### src/rtl/adaptive_backlight_ctrl_if.sv
// Video tap and backlight-result bundle for adaptive_backlight_ctrl.
// Video inputs are sampled on every clock and carry no backpressure.
// The result side provides pwm_value, which always holds the current duty,
// and pwm_valid, which pulses for one clock whenever frame statistics
// refresh the result set.
interface adaptive_backlight_ctrl_if;
  logic       de;
  logic       vsync;
  logic       hsync;
  logic [7:0] r;
  logic [7:0] g;
  logic [7:0] b;
  logic       enable;
  logic [9:0] pwm_value;
  logic       pwm_valid;
  logic [7:0] frame_mean;
  logic [7:0] frame_peak;
  logic [1:0] fsm_state;

  modport master (
    output de, vsync, hsync, r, g, b, enable,
    input  pwm_value, pwm_valid, frame_mean, frame_peak, fsm_state
  );

  modport slave (
    input  de, vsync, hsync, r, g, b, enable,
    output pwm_value, pwm_valid, frame_mean, frame_peak, fsm_state
  );
endinterface

### src/rtl/adaptive_backlight_ctrl.sv
// Per-frame brightness statistics mapped to a slew-limited backlight duty.
// Accumulates max(R,G,B) over each frame. At each vsync rising edge it divides
// sum by count (32 serial cycles), maps the mean to 10 bits, and moves the
// duty toward that target by at most MAX_STEP LSBs per frame.
module adaptive_backlight_ctrl #(
  parameter int MAX_STEP = 16,
  parameter int MIN_PWM  = 64
) (
  input logic                      clk,
  input logic                      reset_n,
  adaptive_backlight_ctrl_if.slave bus
);

  typedef enum logic [1:0] {IDLE = 2'd0, DIV = 2'd1, MAP = 2'd2, SLEW = 2'd3} state_t;

  localparam logic [9:0]  MAX_STEP_V = 10'(MAX_STEP);
  localparam logic [9:0]  MIN_PWM_V  = 10'(MIN_PWM);
  localparam logic [23:0] CNT_FULL   = 24'hFF_FFFF;

  state_t      state_q, state_d;
  logic        vsync_d;
  logic        frame_edge;
  logic        capture;
  logic [7:0]  pix_max;
  logic [31:0] acc_sum;
  logic [23:0] acc_cnt;
  logic [7:0]  acc_peak;
  logic [31:0] div_num;   // dividend, shifted out as quotient bits shift in
  logic [23:0] div_den;
  logic [23:0] div_rem;
  logic [4:0]  div_bit;
  logic [7:0]  peak_cap;
  logic [24:0] rem_shift;
  logic [24:0] rem_sub;
  logic        rem_ge;
  logic [7:0]  mean_q;
  logic [9:0]  target_q;
  logic [9:0]  cur;
  logic [9:0]  slew_next;
  logic [9:0]  map_raw;
  logic [9:0]  map_target;
  logic [7:0]  quot_mean;
  logic        valid_q;
  logic [7:0]  mean_out;
  logic [7:0]  peak_out;

  assign frame_edge = bus.vsync & ~vsync_d;
  assign capture    = (state_q == IDLE) && frame_edge;

  // Brightest channel of the current pixel.
  always_comb begin
    pix_max = bus.r;
    if (bus.g > pix_max) pix_max = bus.g;
    if (bus.b > pix_max) pix_max = bus.b;
  end

  // Next state; an edge arriving outside IDLE is ignored by the FSM.
  always_comb begin
    state_d = state_q;
    case (state_q)
      IDLE:    if (frame_edge) state_d = DIV;
      DIV:     if (div_bit == 5'd31) state_d = MAP;
      MAP:     state_d = SLEW;
      SLEW:    state_d = IDLE;
      default: state_d = IDLE;
    endcase
  end

  // State register.
  always_ff @(posedge clk or negedge reset_n) begin
    if (!reset_n) state_q <= IDLE;
    else          state_q <= state_d;
  end

  // Edge detector; resets high so a vsync held through reset is not an edge.
  always_ff @(posedge clk or negedge reset_n) begin
    if (!reset_n) vsync_d <= 1'b1;
    else          vsync_d <= bus.vsync;
  end

  // Frame accumulators; a pixel in the edge cycle opens the new frame.
  always_ff @(posedge clk or negedge reset_n) begin
    if (!reset_n) begin
      acc_sum  <= '0;
      acc_cnt  <= '0;
      acc_peak <= '0;
    end else if (frame_edge) begin
      acc_sum  <= bus.de ? {24'd0, pix_max} : 32'd0;
      acc_cnt  <= bus.de ? 24'd1 : 24'd0;
      acc_peak <= bus.de ? pix_max : 8'd0;
    end else if (bus.de) begin
      if (acc_cnt != CNT_FULL) begin
        acc_sum <= acc_sum + {24'd0, pix_max};
        acc_cnt <= acc_cnt + 24'd1;
      end
      if (pix_max > acc_peak) acc_peak <= pix_max;
    end
  end

  // One restoring-divide step: shift in the next dividend bit, subtract if it fits.
  always_comb begin
    rem_shift = {div_rem, div_num[31]};
    rem_sub   = rem_shift - {1'b0, div_den};
    rem_ge    = rem_shift >= {1'b0, div_den};
  end

  // Divider registers: loaded on capture, one quotient bit per DIV cycle.
  always_ff @(posedge clk or negedge reset_n) begin
    if (!reset_n) begin
      div_num  <= '0;
      div_den  <= '0;
      div_rem  <= '0;
      div_bit  <= '0;
      peak_cap <= '0;
    end else if (capture) begin
      div_num  <= acc_sum;
      div_den  <= acc_cnt;
      div_rem  <= '0;
      div_bit  <= '0;
      peak_cap <= acc_peak;
    end else if (state_q == DIV) begin
      div_rem <= rem_ge ? rem_sub[23:0] : rem_shift[23:0];
      div_num <= {div_num[30:0], rem_ge};
      div_bit <= div_bit + 5'd1;
    end
  end

  // Mean to duty: 4*mean + mean/64 spans 0..1023, floored at MIN_PWM.
  always_comb begin
    quot_mean  = (div_den == 24'd0) ? 8'd0 : div_num[7:0];
    map_raw    = {quot_mean, 2'b00} + {8'd0, quot_mean[7:6]};
    map_target = (map_raw < MIN_PWM_V) ? MIN_PWM_V : map_raw;
  end

  // Mapped mean and target held for the slew cycle.
  always_ff @(posedge clk or negedge reset_n) begin
    if (!reset_n) begin
      mean_q   <= '0;
      target_q <= '0;
    end else if (state_q == MAP) begin
      mean_q   <= quot_mean;
      target_q <= map_target;
    end
  end

  // Move cur toward target by at most MAX_STEP; differences never wrap.
  always_comb begin
    slew_next = cur;
    if (target_q > cur) begin
      if ((target_q - cur) > MAX_STEP_V) slew_next = cur + MAX_STEP_V;
      else                               slew_next = target_q;
    end else if (target_q < cur) begin
      if ((cur - target_q) > MAX_STEP_V) slew_next = cur - MAX_STEP_V;
      else                               slew_next = target_q;
    end
  end

  // Duty register; disable pins it at full scale so re-enable slews from 1023.
  always_ff @(posedge clk or negedge reset_n) begin
    if (!reset_n)              cur <= 10'd1023;
    else if (!bus.enable)      cur <= 10'd1023;
    else if (state_q == SLEW)  cur <= slew_next;
  end

  // Published statistics and the one-cycle update strobe.
  always_ff @(posedge clk or negedge reset_n) begin
    if (!reset_n) begin
      valid_q  <= 1'b0;
      mean_out <= '0;
      peak_out <= '0;
    end else begin
      valid_q <= (state_q == SLEW);
      if (state_q == SLEW) begin
        mean_out <= mean_q;
        peak_out <= peak_cap;
      end
    end
  end

  assign bus.pwm_value  = cur;
  assign bus.pwm_valid  = valid_q;
  assign bus.frame_mean = mean_out;
  assign bus.frame_peak = peak_out;
  assign bus.fsm_state  = state_q;

endmodule

### src/flat_wrapper.sv
// flat-port wrapper written by rule: the top's interface ports become plain ports
module adaptive_backlight_ctrl_flat 
#(
  parameter int MAX_STEP = 16,
  parameter int MIN_PWM  = 64
)
  (clk, reset_n, bus_de, bus_vsync, bus_hsync, bus_r, bus_g, bus_b, bus_enable, bus_pwm_value, bus_pwm_valid, bus_frame_mean, bus_frame_peak, bus_fsm_state);
  adaptive_backlight_ctrl_if bus_i ();
  input logic clk;
  input logic reset_n;
  input wire logic [$bits(bus_i.de)-1:0] bus_de;
  input wire logic [$bits(bus_i.vsync)-1:0] bus_vsync;
  input wire logic [$bits(bus_i.hsync)-1:0] bus_hsync;
  input wire logic [$bits(bus_i.r)-1:0] bus_r;
  input wire logic [$bits(bus_i.g)-1:0] bus_g;
  input wire logic [$bits(bus_i.b)-1:0] bus_b;
  input wire logic [$bits(bus_i.enable)-1:0] bus_enable;
  output wire logic [$bits(bus_i.pwm_value)-1:0] bus_pwm_value;
  output wire logic [$bits(bus_i.pwm_valid)-1:0] bus_pwm_valid;
  output wire logic [$bits(bus_i.frame_mean)-1:0] bus_frame_mean;
  output wire logic [$bits(bus_i.frame_peak)-1:0] bus_frame_peak;
  output wire logic [$bits(bus_i.fsm_state)-1:0] bus_fsm_state;
  assign bus_i.de = bus_de;
  assign bus_i.vsync = bus_vsync;
  assign bus_i.hsync = bus_hsync;
  assign bus_i.r = bus_r;
  assign bus_i.g = bus_g;
  assign bus_i.b = bus_b;
  assign bus_i.enable = bus_enable;
  assign bus_pwm_value = bus_i.pwm_value;
  assign bus_pwm_valid = bus_i.pwm_valid;
  assign bus_frame_mean = bus_i.frame_mean;
  assign bus_frame_peak = bus_i.frame_peak;
  assign bus_fsm_state = bus_i.fsm_state;
  adaptive_backlight_ctrl #(.MAX_STEP(MAX_STEP), .MIN_PWM(MIN_PWM)) u_core (.clk(clk), .reset_n(reset_n), .bus(bus_i));
endmodule
### config.mk
export PLATFORM = sky130hd
export DESIGN_NAME = adaptive_backlight_ctrl_flat
export DESIGN_NICKNAME = d
export VERILOG_FILES = /design/src/rtl/adaptive_backlight_ctrl_if.sv /design/src/rtl/adaptive_backlight_ctrl.sv /design/src/flat_wrapper.sv
export SDC_FILE = /design/constraint.sdc
export NUM_CORES = 1
export LEC_CHECK = 0
export CAP_MARGIN = 20
export CELL_PAD_IN_SITES_DETAIL_PLACEMENT = 1
export CELL_PAD_IN_SITES_GLOBAL_PLACEMENT = 2
export CORE_UTILIZATION = 36
export CTS_BUF_LIST = sky130_fd_sc_hd__clkbuf_8
export DETAILED_ROUTE_END_ITERATION = 7
export GPL_TIMING_DRIVEN = 0
export PLACE_DENSITY = 0.75
export REMOVE_ABC_BUFFERS = 1
export SETUP_SLACK_MARGIN = 0.05
export SLEW_MARGIN = 20
export SYNTH_ARGS = -nofsm -noshare
export SYNTH_HDL_FRONTEND = slang
export SYNTH_SLANG_ARGS = --single-unit
### constraint.sdc
create_clock -name clk -period 2.95 [get_ports clk]
set_input_delay 0.4425 -clock clk [delete_from_list [all_inputs] [get_ports clk]]
set_output_delay 0.4425 -clock clk [all_outputs]
set_load 0.01 [all_outputs]
==> impl_metrics.env, run 1 <==
export IMPL_grt_antenna_before_repair=0
export IMPL_status="complete, but fails checks"
export IMPL_synth_largest_area_cell="dfrtp_1"
export IMPL_first_global_vias=10700
export IMPL_fillers=3772
export IMPL_grt_pass1_wl_mm=57.0
export IMPL_clkSinkCount=200
export IMPL_regArea_sq_mm=0.00502
export IMPL_finalClockSkew_ns=0.0176
export IMPL_dp_hpwl_mm=22.9
export IMPL_fin_crit_sh_pct=169
export IMPL_multiInputGateArea_sq_mm=0.00798
export IMPL_regToRegEndpoint="u_core.acc_sum[23]$_DFFE_PN0P_"
export IMPL_wl_per_cell_microns=18.3
export IMPL_cts_tree="yes"
export IMPL_fin_nets=1584
export IMPL_setup_viol=42
export IMPL_p_per_area_mw_per_mm2=1030
export IMPL_ff2ff_path_depth=11
export IMPL_cts_buffer_depth=2
export IMPL_critical_path_class="in2reg"
export IMPL_critPathMaxStageDelay_ns=0.40
export IMPL_yosysMostFrequentCell="dfrtp_1"
export IMPL_drive_gt1_share_pct=28.1
export IMPL_slew_headroom_pct=28.2
export IMPL_place_gp_congestion=0.792
export IMPL_whs_path_depth=1
export IMPL_synth_top_area_share_pct=38.1
export IMPL_wl_mm=35.2
export IMPL_gr_total_overflow=0
export IMPL_dieHeight_microns=188
export IMPL_violations="setup timing"
export IMPL_synth_area_sq_mm=0.0124
export IMPL_initialDrtViolationCount=418
export IMPL_core_area_sq_mm=0.0337
export IMPL_ys_seq_area_share_pct=40.4
export IMPL_placementRows=67
export IMPL_synth_cell_type_count=74
export IMPL_irDropWorstVdd_v=0.000830
export IMPL_crit_path_start="bus_r[2]"
export IMPL_yosys_top_cells_count="189 x dfrtp_1, 144 x nand2_1, 108 x o21ai_0"
export IMPL_fp_dieW_microns=188
export IMPL_p_leak_nw=6.89
export IMPL_period_needed_ns=4.98
export IMPL_htreeDepth=4
export IMPL_whs_endpoint="u_core.vsync_d$_DFF_PN1_"
export IMPL_maxCapViolations=0
export IMPL_cts_buffers=17
export IMPL_hp_class="in2reg"
export IMPL_die_area_sq_mm=0.0352
export IMPL_post_place_cells=1793
export IMPL_ios=59
export IMPL_yosys_warnings=0
export IMPL_worst_path_max_delay_cell="fa_2"
export IMPL_start_util_pct=36.9
export IMPL_tightest_slew_ns=1.08
export IMPL_viasPerCell=5.35
export IMPL_final_cells=1928
export IMPL_synth_area_per_cell_sq_um=9.26
export IMPL_final_max_slew_viol_count=0
export IMPL_synthTopCellsByArea="dfrtp_1 38%, ha_1 8.5%, mux2i_1 4.6%"
export IMPL_diodes=0
export IMPL_fin_area_sq_mm=0.0160
export IMPL_synth_edff_count=0
export IMPL_fin_util_pct=47.6
export IMPL_cp_data_required_time_ns=3.34
export IMPL_r2r_setup_slack_ns=-0.14
export IMPL_timing_critical_path_mode_cell="o21ai_2"
export IMPL_place_area_sq_mm=0.0135
export IMPL_clock_latency_ns=0.49
export IMPL_firstDrtPassIters=4
export IMPL_endpoint_kind="flop"
export IMPL_synth_seq_cells=200
export IMPL_min_delay_start="bus_vsync"
export IMPL_synthFlopType="dfrtp_1"
export IMPL_hold_violations=0
export IMPL_worst_path_max_fanout=6
export IMPL_drc=0
export IMPL_rsz0062_at_grt="yes"
export IMPL_async_reset_ff_share_pct=100
export IMPL_io_buffers=57
export IMPL_root_buffer="clkbuf_8"
export IMPL_max_freq_mhz=201
export IMPL_r2r_start="u_core.acc_cnt[0]$_DFFE_PN0P_"
export IMPL_critPathArrivalTime_ns=5.37
export IMPL_start_kind="primary input"
export IMPL_synth_cells=1341
export IMPL_drtAntennaViolNets=0
export IMPL_synthToLayoutAreaGrowth_pct=29.0
export IMPL_finalWorstSetupSlack_ns=-2.03
export IMPL_grt_usage_pct=20.1
export IMPL_clk_pin_slew_ns=0.11
export IMPL_dr_total_vias=10300
export IMPL_grt_max_degree=89
state kept, by name, indices dropped and copies added, names as in the netlist:
signal / cells
u_core.vsync_d: 1
u_core.bus.fsm_state: 2
u_core.bus.pwm_value: 10
u_core.acc_cnt: 24
u_core.div_bit: 5
u_core.peak_cap: 8
u_core.bus.frame_peak: 8
u_core.target_q: 8
u_core.div_den: 24
u_core.acc_peak: 8
u_core.div_rem: 24
u_core.bus.frame_mean: 8
u_core.mean_q: 5
u_core.div_num: 32
u_core.bus.pwm_valid: 1
u_core.acc_sum: 32
area by class of cell:
cell class,instances,share of cell area (%)
multi-input combinational,979,49.8
sequential,200,31.4
timing repair buffer,166,10.3
tap,448,3.50
inverter,103,2.50
clock buffer,17,1.46
clock inverter,15,1.09
power breakdown:
part / switching, mW / internal (mW)
logic: 5.29 / 4.95
registers: 0.740 / 3.59
clock network: 1.07 / 0.845
routing by layer:
metal	vias to the layer above	routed length [microns]	GRT usage, %
li1	4938	-	-
met1	5230	16600	27.3
met2	120	17400	33.7
met3	26	811	2.98
met4	0	369	4.13
met5	-	0	0
how the worst max path moves through the flow:
stage	endpoint	slack [ns]
after floorplan	u_core.acc_sum[16]$_DFFE_PN0P_	-2.75
after global placement	u_core.bus.frame_mean[6]$_DFFE_PN0P_	-7.56
after detailed placement	u_core.acc_sum[26]$_DFFE_PN0P_	-4.46
after CTS	u_core.acc_sum[24]$_DFFE_PN0P_	-1.90
after global routing	u_core.acc_sum[22]$_DFFE_PN0P_	-2.26
final	u_core.acc_sum[30]$_DFFE_PN0P_	-2.03
critical path, delay by kind of cell:
kind | cells | cell delay, ns
simple gates | 5 | 0.51
compound gates | 15 | 2.22
fa+ha+maj | 3 | 0.95
buf+inv | 3 | 0.43
mux | 2 | 0.63
xor+xnor | 1 | 0.17
per-stage QoR:
stage	setup TNS [ns]	hold WS, ns	setup slack, ns	total power, mW
2_1_floorplan	-288.96	0.147	-2.75	9.59
3_3_place_gp	-2215.79	0.462	-7.56	11.4
3_5_place_dp	-165.29	0.471	-4.46	11.8
4_1_cts	-62.04	0.355	-1.90	15.3
5_1_grt	-77.14	0.379	-2.26	17.8
6_report	-67.28	0.407	-2.03	16.5
timing repair:
action | CTS | global route
gates cloned | 3 | 1
endpoints found under the setup margin | 75 | 77
setup buffers | 50 | 50
pin swaps | 78 | 99
gates resized for setup | 219 | 104
hold buffers | 1 | 0
endpoints found under the hold margin | 63 | 0
logic make-up after synthesis:
| group | Yosys count | share of synthesized area (%) |
|---|---|---|
| flops | 200 | 40.4 |
| compound gates | 320 | 17.0 |
| buf+inv | 163 | 5.36 |
| xor+xnor | 75 | 5.29 |
| mux | 82 | 6.86 |
| simple gates | 414 | 16.2 |
| fa+ha+maj | 87 | 8.95 |
layout by cell type (no fill, tap or decap), drive strengths merged, types with 15 or more instances in the layout:
cell type and instances:
nor3 21, xor2 38, nor2b 17, dfrtp 189, ha 84, a211oi 23
buf 114, xnor2 37, a21o 15, o21a 15, a21oi 60, inv 110
nand3 28, mux2i 57, nor2 106, and3 21, nand2 150, o21ai 124
nand4 18, mux2 25, clkbuf 18, clkdlybuf4s50 40
Note: power is estimated with default switching activity, not from simulation.
==> run 2: changes to the inputs <==
CORE_UTILIZATION = 40   (was 36)
PLACE_DENSITY = 0.79   (was 0.75)
SETUP_SLACK_MARGIN = 0.5   (was 0.05)
clock period = 4.7 ns   (was 2.95 ns; I/O delays follow)
==> run 2 against run 1 <==
  * The flow still finishes with violations (setup timing)
  * Clock-buffer cell count grew 1
  * Final area shrank 8.6%
  * Routed wire length is 7.6% lower
  * Sequential share of layout area is 2.9 points higher
  * Via count is 4.7% lower
  * Clock power shrank 44%
  * Power is 46% lower
  * Non-clock buffer count shrank 68
  * Critical path type unchanged
==> impl_metrics.env, run 2 (synthesis results as in run 1) <==
export IMPL_endpoint_kind="flop"
export IMPL_wl_mm=32.5
export IMPL_rsz0062_at_grt="yes"
export IMPL_cts_buffers=17
export IMPL_wl_per_cell_microns=18.0
export IMPL_dp_hpwl_mm=22.9
export IMPL_start_kind="primary input"
export IMPL_r2r_start="u_core.div_den[1]$_DFFE_PN0P_"
export IMPL_worst_path_max_delay_cell="a2111oi_4"
export IMPL_grt_usage_pct=21.5
export IMPL_pwr_share_clk_pct=12.3
export IMPL_final_cell_mix="189 x dfrtp_1, 139 x nand2_1, 105 x nor2_1, 100 x o21ai_0, 88 x inv_1"
export IMPL_p_leak_nw=6.43
export IMPL_p_int_mw=4.91
export IMPL_final_max_slew_viol_count=0
export IMPL_fin_hold_ws_ns=0.0438
export IMPL_fin_nets=1516
export IMPL_violations="setup timing"
export IMPL_placementRows=64
export IMPL_hp_class="in2async"
export IMPL_p_per_area_mw_per_mm2=603
export IMPL_worst_path_max_fanout=6
export IMPL_pwr_share_seq_pct=30.6
export IMPL_grt_max_degree=95
export IMPL_fillers=3479
export IMPL_post_place_cells=1742
export IMPL_drtAntennaViolNets=0
export IMPL_fin_crit_sh_pct=111
export IMPL_synthToLayoutAreaGrowth_pct=18.0
export IMPL_grt_pass1_wl_mm=54.1
export IMPL_dr_total_vias=9832
export IMPL_clock_latency_ns=0.50
export IMPL_gr_total_overflow=0
export IMPL_htreeDepth=4
export IMPL_status="complete, but fails checks"
export IMPL_pwr_share_comb_pct=57.2
export IMPL_initialDrtViolationCount=412
export IMPL_ff2ff_path_depth=11
export IMPL_fp_dieW_microns=178
export IMPL_core_area_sq_mm=0.0306
export IMPL_firstDrtPassIters=4
export IMPL_finalWorstSetupSlack_ns=-0.498
export IMPL_maxCapViolations=0
export IMPL_io_buffers=57
export IMPL_slew_headroom_pct=27.8
export IMPL_tns_ns=-9.39
export IMPL_cts_tree="yes"
export IMPL_drc=0
export IMPL_clkSinkCount=200
export IMPL_diodes=0
export IMPL_r2r_setup_slack_ns=1.20
export IMPL_irDropWorstVdd_v=0.000742
export IMPL_top_regs="u_core.acc_sum (32), u_core.div_num (32)"
export IMPL_switching_power_mw=3.92
export IMPL_critPathMaxStageDelay_ns=0.41
export IMPL_cts_buffer_depth=2
export IMPL_setup_viol=34
export IMPL_grt_antenna_before_repair=0
export IMPL_crit_path_start="bus_r[5]"
export IMPL_dieHeight_microns=178
export IMPL_place_gp_congestion=0.832
export IMPL_critical_path_class="in2reg"
export IMPL_mostFrequentLayoutCell="dfrtp_1"
export IMPL_first_global_vias=10300
export IMPL_drive_gt1_share_pct=18.3
export IMPL_hold_violations=0
export IMPL_cp_data_required_time_ns=5.09
export IMPL_clk_pin_slew_ns=0.11
export IMPL_ios=59
export IMPL_tightest_slew_ns=1.08
export IMPL_hold_buffers=0
export IMPL_max_freq_mhz=192
export IMPL_finalClockSkew_ns=0.0293
export IMPL_die_area_sq_mm=0.0318
export IMPL_critPathArrivalTime_ns=5.59
export IMPL_viasPerCell=5.44
export IMPL_switching_share_pct=44.3
export IMPL_root_buffer="clkbuf_8"
export IMPL_period_needed_ns=5.20
export IMPL_start_util_pct=40.6
export IMPL_final_cells=1808
export IMPL_regToRegEndpoint="u_core.div_rem[17]$_DFFE_PN0P_"
==> run 2: critical path, delay by kind of cell <==
kind,cells,cell delay [ns]
AOI/OAI and AO/OA,16,2.49
adders and majority gates,3,0.87
muxes,2,0.59
and+or+nand+nor,4,0.44
buffers and inverters,3,0.34
xor gates and xnor gates,1,0.10
==> run 2: layout make-up <==
cell class / count / area [sq um] / area share [%]
Tap cell: 396 / 495 / 3.38
Multi-Input combinational cell: 979 / 7370 / 50.3
Inverter: 103 / 399 / 2.72
Sequential cell: 200 / 5020 / 34.3
Clock buffer: 18 / 248 / 1.69
Timing Repair Buffer: 98 / 1000 / 6.86
Clock inverter: 14 / 116 / 0.794
==> run 2: how the worst max path moves through the flow <==
stage / endpoint / depth (start not counted)
6_report: u_core.acc_sum[24]$_DFFE_PN0P_ / 29
5_1_grt: u_core.acc_sum[24]$_DFFE_PN0P_ / 29
4_1_cts: u_core.acc_sum[26]$_DFFE_PN0P_ / 31
3_5_place_dp: u_core.acc_sum[26]$_DFFE_PN0P_ / 32
3_3_place_gp: u_core.div_num[17]$_DFFE_PN0P_ / 1
2_1_floorplan: u_core.acc_sum[16]$_DFFE_PN0P_ / 31
==> run 2: layer usage <==
| layer | share of wire [%] | up-vias | global-route usage [%] |
|---|---|---|---|
| li1 | - | 4806 | - |
| met1 | 48 | 4923 | 28.9 |
| met2 | 50 | 89 | 36.5 |
| met3 | 2.0 | 14 | 3.43 |
| met4 | 0.61 | 0 | 4.20 |
| met5 | 0 | - | 0 |
==> run 2: power by group through the flow <==
stage / registers [mW] / logic (mW) / clock network (mW)
floorplan: 2.61 / 3.41 / 0
global placement: 2.72 / 4.47 / 0
detailed placement: 2.72 / 4.64 / 0
CTS: 2.70 / 4.90 / 1.13
global route: 2.77 / 5.63 / 1.18
finish: 2.70 / 5.05 / 1.08
==> run 2: stage by stage <==
step	instance area, sq um	power, mW	setup WS, ns	utilization (%)
CTS	14400	8.73	-0.417	47.0
finish	14700	8.83	-0.498	47.9
detailed placement	13400	7.36	-2.91	43.9
global placement	13200	7.19	-6.14	43.2
floorplan	12100	6.02	-1.27	-
global route	14700	9.58	-0.622	47.9
==> run 2: timing repair <==
action / 4_1_cts / 5_1_grt
setup endpoints to repair: 40 / 39
cloned: 1 / 0
resized for setup: 153 / 46
pin swaps: 38 / 57
buffers inserted: 20 / 13
endpoints found under the hold margin: 0 / 0
